$ cat config.mk
export PLATFORM = sky130hd
export DESIGN_NAME = gelu_lane_sequencer
export DESIGN_NICKNAME = d
export VERILOG_FILES = /design/src/rtl/gelu_lane_sequencer.sv
export SDC_FILE = /design/constraint.sdc
export NUM_CORES = 1
export LEC_CHECK = 0
export CORE_MARGIN = 4
export CORE_UTILIZATION = 30
export DETAILED_ROUTE_END_ITERATION = 6
export GPL_ROUTABILITY_DRIVEN = 0
export GPL_TIMING_DRIVEN = 1
export RECOVER_POWER = 50
export SYNTH_ARGS = -nofsm -noshare
export SYNTH_HDL_FRONTEND = slang
export SYNTH_SLANG_ARGS = --single-unit
export TNS_END_PERCENT = 1
$ cat constraint.sdc
create_clock -name clk -period 6.77 [get_ports clk]
set_input_delay 0.677 -clock clk [delete_from_list [all_inputs] [get_ports clk]]
set_output_delay 0.677 -clock clk [all_outputs]
set_load 0.02 [all_outputs]
$ cat src/rtl/gelu_lane_sequencer.sv
// gelu_lane_sequencer: feeds a GELU lane one sample at a time from a local
// buffer, waits (with a timeout) for each result, and hands the results
// downstream over a valid/ready port while counting flagged items.
//
// state | meaning
// IDLE  | buffer writable, waiting for start
// ISSUE | one-cycle issue of buf[idx] to the lane
// WAIT  | waiting for the lane result or the timeout
// EMIT  | result offered downstream until m_ready
// DONE  | one-cycle end-of-run pulse
module gelu_lane_sequencer #(
    parameter int W       = 32,
    parameter int DEPTH   = 16,
    parameter int TIMEOUT = 60
) (
    input  logic                       clk,
    input  logic                       rst,
    input  logic                       in_wr_en,
    input  logic [$clog2(DEPTH)-1:0]   in_wr_addr,
    input  logic [W-1:0]               in_wr_data,
    input  logic                       start,
    input  logic [$clog2(DEPTH+1)-1:0] len,
    output logic                       lane_valid_in,
    output logic [W-1:0]               lane_xi,
    input  logic                       lane_valid_out,
    input  logic [W-1:0]               lane_result,
    input  logic                       lane_div_by_zero,
    output logic                       m_valid,
    input  logic                       m_ready,
    output logic [W-1:0]               m_data,
    output logic                       m_div_by_zero,
    output logic                       m_timeout,
    output logic                       busy,
    output logic                       done,
    output logic [7:0]                 err_count
);
    localparam int AW = $clog2(DEPTH);
    localparam int LW = $clog2(DEPTH + 1);
    localparam int TW = $clog2(TIMEOUT + 1);

    typedef enum logic [2:0] {
        IDLE  = 3'd0,
        ISSUE = 3'd1,
        WAIT  = 3'd2,
        EMIT  = 3'd3,
        DONE  = 3'd4
    } state_t;

    state_t        state;
    state_t        state_nxt;

    logic [W-1:0]  mem [DEPTH];
    logic [W-1:0]  mem_rd;
    logic [LW-1:0] len_q;
    logic [LW-1:0] idx;
    logic [TW-1:0] timer;
    logic [W-1:0]  xi_hold;
    logic [W-1:0]  data_q;
    logic          dbz_q;
    logic          to_q;
    logic [7:0]    err_q;
    logic          timed_out;
    logic          last_item;

    assign mem_rd    = mem[idx[AW-1:0]];
    assign timed_out = (timer == TW'(TIMEOUT - 1));
    assign last_item = (idx == len_q - LW'(1));

    assign m_data        = data_q;
    assign m_div_by_zero = dbz_q;
    assign m_timeout     = to_q;
    assign err_count     = err_q;

    // State register
    always_ff @(posedge clk) begin
        if (rst) begin
            state <= IDLE;
        end else begin
            state <= state_nxt;
        end
    end

    // Next-state decode and state-derived outputs
    always_comb begin
        state_nxt     = state;
        lane_valid_in = 1'b0;
        lane_xi       = xi_hold;
        m_valid       = 1'b0;
        busy          = 1'b1;
        done          = 1'b0;
        case (state)
            IDLE: begin
                busy = 1'b0;
                if (start) begin
                    state_nxt = (len == '0) ? DONE : ISSUE;
                end
            end
            ISSUE: begin
                lane_valid_in = 1'b1;
                lane_xi       = mem_rd;
                state_nxt     = WAIT;
            end
            WAIT: begin
                // a response arriving on the timeout cycle still wins
                if (lane_valid_out || timed_out) begin
                    state_nxt = EMIT;
                end
            end
            EMIT: begin
                m_valid = 1'b1;
                if (m_ready) begin
                    state_nxt = last_item ? DONE : ISSUE;
                end
            end
            DONE: begin
                done      = 1'b1;
                state_nxt = IDLE;
            end
            default: begin
                state_nxt = IDLE;
            end
        endcase
    end

    // Run bookkeeping: length, index, timer, captured result and error count
    always_ff @(posedge clk) begin
        if (rst) begin
            len_q   <= '0;
            idx     <= '0;
            timer   <= '0;
            xi_hold <= '0;
            data_q  <= '0;
            dbz_q   <= 1'b0;
            to_q    <= 1'b0;
            err_q   <= '0;
        end else begin
            case (state)
                IDLE: begin
                    if (start) begin
                        err_q <= '0;
                        idx   <= '0;
                        len_q <= (len > LW'(DEPTH)) ? LW'(DEPTH) : len;
                    end
                end
                ISSUE: begin
                    xi_hold <= mem_rd;
                    timer   <= '0;
                end
                WAIT: begin
                    timer <= timer + TW'(1);
                    if (lane_valid_out) begin
                        data_q <= lane_result;
                        dbz_q  <= lane_div_by_zero;
                        to_q   <= 1'b0;
                    end else if (timed_out) begin
                        data_q <= '0;
                        dbz_q  <= 1'b0;
                        to_q   <= 1'b1;
                    end
                end
                EMIT: begin
                    if (m_ready) begin
                        if ((dbz_q || to_q) && (err_q != 8'hFF)) begin
                            err_q <= err_q + 8'd1;
                        end
                        if (!last_item) begin
                            idx <= idx + LW'(1);
                        end
                    end
                end
                default: begin
                end
            endcase
        end
    end

    // Sample buffer: writable only while idle, contents survive reset
    always_ff @(posedge clk) begin
        if (state == IDLE && in_wr_en) begin
            mem[in_wr_addr] <= in_wr_data;
        end
    end
endmodule

==> summary.md, run 1 <==
| Metric | Value |
|---|---|
| Status | complete, but fails checks |
| Failing checks | capacitance limit, slew limit |
| First-pass GRT wire length | 80,300 um |
| FFs w/ async S/R, synth | 0% |
| Netlist cell types | 58 |
| DRC | 0 |
| Vias | 12,200 |
| Reg clk slew, reported paths | 50 ps |
| Mean routed wirelength per cell | 21.7 um |
| Syn Area/Cell | 19.1 um2 |
| Max clock buf depth | 3 |
| Initial DRC count | 1,004 |
| RSZ-0062 raised after global routing | false |
| Clock sink total | 609 |
| Layout cell share with drive strength beyond 1 | 19.0% |
| FF+latch count, synth | 609 |
| Design area | 0.0284 mm2 |
| IO Port Bufs | 157 |
| Fin util | 37.1% |
| Most numerous cell in the Yosys netlist | edfxtp_1 |
| Postcts setup bufs | 0 |
| Non-filler instance count after layout | 2,496 |
| Root Driver | clkbuf_16 |
| Final setup violation count | 0 |
| Buf/Inv on CP | 2 |
| Crit-path cells | nor2_1, nand2_2, clkbuf_1, a21o_1, clkdlybuf4s50_1 |
| Pre-CTS worst setup slack | 2740 ps |
| Hpwl dp | 28,900 um |
| Initial core utilization | 30.5% |
| Worst Skew | 21.3 ps |
| Ys flop type | edfxtp_1 |
| Min Hold Slack | 478 ps |
| VDD IR-drop max | 0.000147 V |
| Placed cells | 2,369 |
| Area grow syn2layout | 21.7% |
| Total CTS buffers | 68 |
| GRT overflow | 0 |
| Type of the most critical hold path | flip-flop to flip-flop |
| Total of max-cap violations | 1 |
| CTS resizes | 0 |
| Std cell rows | 101 |
| Max Slew Vio Count | 35 |
| Skew-Pair Late Insertion Delay | 610 ps |
| Leak | 8.97 nW |
| Io pins | 158 |
| Slew @ Worst Pin | 2330 ps |
| Die Y | 287 um |
| Cell Area, Placed | 0.0262 mm2 |
| Gr usage total | 13.1% |
| Setup TNS | 0 ps |
| Crit Reg-Reg Startpoint | state[0] |
| Crit share post-route | 71.4% |
| Setup ws final | 1930 ps |
| CTS tree | yes |
| Mapped cell area | 0.0233 mm2 |
| Slowest library cell on the worst path | clkbuf_1 |
| Largest net degree at the start of global routing | 55 |
| Synth top area share | 65.9% |
| Power Density | 289 mW/mm2 |
| CP Launch Type | flip-flop |
| Area leader, netlist | edfxtp_1 |
| Final WL | 54,200 um |
| # fillers | 7,012 |
| Final hold vios | 0 |
| Vias in the first global route | 12,300 |
| Routed Antenna Nets | 0 |
| Number of enable flip-flop cells after synthesis | 512 |
| DRT Pass-1 Iters | 4 |
| Total power | 8.22 mW |
| Fmax | 0.207 GHz |
| Vias per cell | 4.87 |
| Syn Nets | 1,305 |
| # nets final | 1,493 |
| Yosys warnings | 0 |
| Post-synthesis sequential area ratio | 74.2% |
| Die ar. | 0.0823 mm2 |
| Hold_buf cts | 0 |
| Core Area | 0.0765 mm2 |
| CP Launch Point | state[2] |
| Post-Syn Instances | 1,221 |
| Synth area leaders | edfxtp_1 (66%), mux4_2 (12%), dfxtp_1 (8.3%) |
| Required time of the critical path | 6090 ps |
| Min-delay src | m_timeout |
| Commonest cells in the synthesized netlist | edfxtp_1 (512), mux4_2 (128), dfxtp_1 (97) |
| Slew headroom | -55.0% |
| Die extent in x | 287 um |
| Setup CP Type | flip-flop to output port |
| Min cycle time layout | 4840 ps |
| Htree depth | 3 |
| Initial antenna violation count | 13 |
| Largest stage delay, worst path | 1660 ps |
| WP data arrival | 4160 ps |
| Crit-path max FO | 34 |
| Critical Path Sink Type | output port |
| Delay-heaviest family, CP | buffers and inverters |
[logic make-up (layout without fill, tap and decap cells)]
family                   Yosys count  in the layout  synth area share [%]
AND/OR/NAND/NOR                  185            185                  4.04
flip-flops                       609            609                  74.2
adder cells (fa/ha/maj)            4              4                 0.215
other                              0              5                     0
multiplexers                     198            198                  15.4
AO/OA/AOI/OAI                    143            143                  4.47
buffers and inverters             75            315                  1.41
XOR/XNOR                           7              7                 0.263
[routing by layer]
| metal | up-vias | routed length [um] | GRT usage (%) |
|---|---|---|---|
| li1 | 5340 | - | - |
| met1 | 6369 | 24300 | 18.0 |
| met2 | 348 | 25200 | 20.7 |
| met3 | 91 | 3470 | 2.86 |
| met4 | 8 | 1200 | 4.16 |
| met5 | - | 53 | 0 |
[cell type report]
type | instances | area (um2) | share of cell area (%)
Inverter | 9 | 33.8 | 0.119
Sequential cell | 609 | 17300 | 61.0
Tap cell | 1030 | 1290 | 4.54
Clock inverter | 24 | 231 | 0.815
Antenna cell | 5 | 12.5 | 0.0441
Timing Repair Buffer | 184 | 1780 | 6.27
Multi-Input combinational cell | 537 | 5780 | 20.4
Clock buffer | 98 | 1940 | 6.83
[power breakdown]
group | switching (mW) | leakage, nW | internal (mW)
logic | 0.295 | 2.51 | 0.210
registers | 0.0329 | 5.40 | 4.13
clock network | 1.43 | 1.06 | 2.12
[final timing paths]
check / to / slack (ps) / depth (start not counted)
worst max-delay path: lane_xi[0] / 1930 / 5
worst min-delay path: m_timeout / 480 / 2
worst max register to register: mem[8][16] / 3200 / 5
worst min register to register: m_timeout / 480 / 2
[flip-flops by register name, summed over array words and instances, names as in the netlist, named ones only]
| name | cells |
|---|---|
| m_data | 32 |
| m_timeout | 1 |
| m_div_by_zero | 1 |
| err_count | 8 |
| mem | 512 |
| len_q | 5 |
| idx | 5 |
| xi_hold | 32 |
| timer | 6 |
| state | 3 |
[worst min-delay path, delay by kind of cell, from the launching register on]
| family | cells | cell delay, ps |
|---|---|---|
| flops | 1 | 320 |
| compound gates | 1 | 50 |
| buf+inv | 1 | 50 |
[cells in the final DEF (no fill, tap or decap), drive strengths merged, types with 6 or more instances in the layout]
cell type,instances
inv,13
dfxtp,97
a21o,33
mux2i,68
o21ai,6
edfxtp,512
buf,27
clkdlybuf4s50,82
nor2b,34
o22ai,32
mux4,128
nand2b,9
clkbuf,99
nor3,7
nor2,70
a22oi,34
nand3,7
dlygate4sd3,74
nand2,27
a21oi,19
clkinv,16
No activity file was read; power rests on OpenSTA's default activity.
==> run 2: changes to the inputs <==
Clock period 6.77 ns to 4.2 ns, I/O delays scaled along.
==> summary.md, run 2 (synthesis gave the netlist of run 1 again) <==
| Metric | Value |
|---|---|
| Status | finished, final reports clean |
| WP data arrival | 3270 ps (-890 ps) |
| Type of the most critical hold path | input port to flip-flop |
| Root Driver | clkbuf_16 |
| Max Slew Vio Count | 0 (-100%) |
| Crit Reg-Reg Startpoint | state[2] |
| CTS resizes | 0 (unchanged) |
| Worst min-delay path endpoint | m_data[3] |
| Multi-input combinational cell area | 0.00577 mm2 (-0.13%) |
| Die Y | 287 um (unchanged) |
| # fillers | 6,966 (-0.66%) |
| Initial core utilization | 30.5% (unchanged) |
| Min cycle time layout | 3690 ps |
| CTS tree | yes |
| Vias per cell | 4.82 (-0.96%) |
| Setup TNS | 0 ps (unchanged) |
| Commonest non-fill, non-tap cell in the layout | edfxtp_1 |
| DRT Pass-1 Iters | 5 (+1) |
| CP Launch Type | flip-flop |
| Setup CP Type | flip-flop to output port |
| # nets final | 1,503 (+0.67%) |
| Initial antenna violation count | 12 (-1) |
| Hold_buf cts | 0 (unchanged) |
| Largest net degree at the start of global routing | 61 (+11%) |
| Largest Register | mem |
| Total CTS buffers | 68 (unchanged) |
| Hpwl dp | 32,100 um (+11%) |
| Core Area | 0.0765 mm2 (unchanged) |
| Worst Skew | 20.1 ps (-1.23 ps) |
| Area grow syn2layout | 22.5% |
| Io pins | 158 (unchanged) |
| Setup ws final | 511 ps (-1420 ps) |
| Power Density | 460 mW/mm2 (+59%) |
| Largest stage delay, worst path | 680 ps (-980 ps) |
| R2R Path End | mem[5][4] |
| VDD IR-drop max | 0.000240 V (+64%) |
| Min-delay src | rst |
| Fin util | 37.4% (+0.23 points) |
| Skew-Pair Late Insertion Delay | 600 ps (about the same) |
| Crit share post-route | 87.8% |
| RSZ-0062 raised after global routing | false |
| Clock sink total | 609 (unchanged) |
| Max clock buf depth | 3 (unchanged) |
| Slowest library cell on the worst path | dfxtp_4 |
| Std cell rows | 101 (unchanged) |
| Final hold vios | 0 (unchanged) |
| Htree depth | 3 (unchanged) |
| Vias | 12,100 (-0.64%) |
| Layout cell share with drive strength beyond 1 | 20.0% (+1.0 points) |
| Slew @ Worst Pin | 1190 ps (-1130 ps) |
| Most frequent cells in the layout | edfxtp_1 (512), mux4_2 (128), dfxtp_1 (94) |
| Slew headroom | 19.8% (+75 points) |
| Vias in the first global route | 12,600 (+2.1%) |
| Min Hold Slack | 393 ps (-85.0 ps) |
| Reg2Reg Setup Slack | 800 ps (-2400 ps) |
| Postcts setup bufs | 0 (unchanged) |
| FF/Latch Area | 0.0173 mm2 (unchanged) |
| Die extent in x | 287 um (unchanged) |
| Final setup violation count | 0 (unchanged) |
| DRC | 0 (unchanged) |
| Pre-CTS worst setup slack | 1080 ps (-1660 ps) |
| IO Port Bufs | 157 (unchanged) |
| Fmax | 0.271 GHz |
| R2R cell count | 6 (+1) |
| Routed Antenna Nets | 0 (unchanged) |
| Final WL | 54,600 um (+0.88%) |
| Total of max-cap violations | 0 (-1) |
| Cell Area, Placed | 0.0265 mm2 (+0.86%) |
| Required time of the critical path | 3780 ps (-2310 ps) |
| GRT overflow | 0 (unchanged) |
| Crit-path cells | buf_4, mux4_2, mux2i_1, o22ai_1, a21o_1, clkdlybuf4s50_1 |
| WHS Path Cells | 2 (unchanged) |
| First-pass GRT wire length | 81,800 um (+1.8%) |
| Gr usage total | 13.3% (+0.19 points) |
| Max reg flops | 512 (unchanged) |
| Critical Path Sink Type | output port |
| Die ar. | 0.0823 mm2 (unchanged) |
| Crit-path max FO | 30 (-12%) |
| Initial DRC count | 860 (-14%) |
| Leak | 9.02 nW (+0.53%) |
| Reg clk slew, reported paths | 60 ps (about the same) |
| Mean routed wirelength per cell | 21.8 um (+0.56%) |
| Design area | 0.0286 mm2 (+0.62%) |
run 2: layout make-up:
type,instances,area share (%)
Clock inverter,37,1.17
Clock buffer,84,6.27
Timing Repair Buffer,194,7.03
Tap cell,1030,4.51
Inverter,9,0.118
Sequential cell,609,60.7
Antenna cell,4,0.0350
Multi-Input combinational cell,537,20.2
run 2: power breakdown:
part | total, mW | internal (mW) | switching [mW]
Sequential | 6.69 | 6.66 | 0.0378
Clock | 5.61 | 3.20 | 2.41
Combinational | 0.843 | 0.352 | 0.491
Total | 13.1 | 10.2 | 2.93
run 2: critical path, delay by kind of cell (launching register included):
kind	cells	cell delay [ps]
buf+inv	2	920
compound gates	2	340
flops	1	680
mux	2	720
run 2: metal layers:
metal  track usage [%]  vias to the layer above  share of wire (%)
met5                 0                        -              0.086
met4              2.93                        8                1.8
met3              3.55                       87                6.6
met2              21.7                      358                 48
met1              17.8                     6267                 44
li1                  -                     5358                  -
run 2: through the flow:
| step | cells | power (mW) |
|---|---|---|
| after floorplan | 1221 | 7.26 |
| final | 2504 | 13.1 |
| after detailed placement | 2379 | 7.70 |
| after CTS | 2500 | 13.4 |
| after global routing | 2500 | 13.7 |
| after global placement | 2379 | 7.68 |
run 2: worst max-delay path by stage:
stage,from,slack (ps),depth (start not counted),to
after floorplan,state[2],250,5,mem[0][0]
after global placement,flip-flop,1050,6,lane_xi[21]
after detailed placement,flip-flop,1080,6,lane_xi[21]
after CTS,flip-flop,430,6,lane_xi[21]
after global routing,state[2],340,8,lane_xi[19]
final,flip-flop,510,6,lane_xi[21]
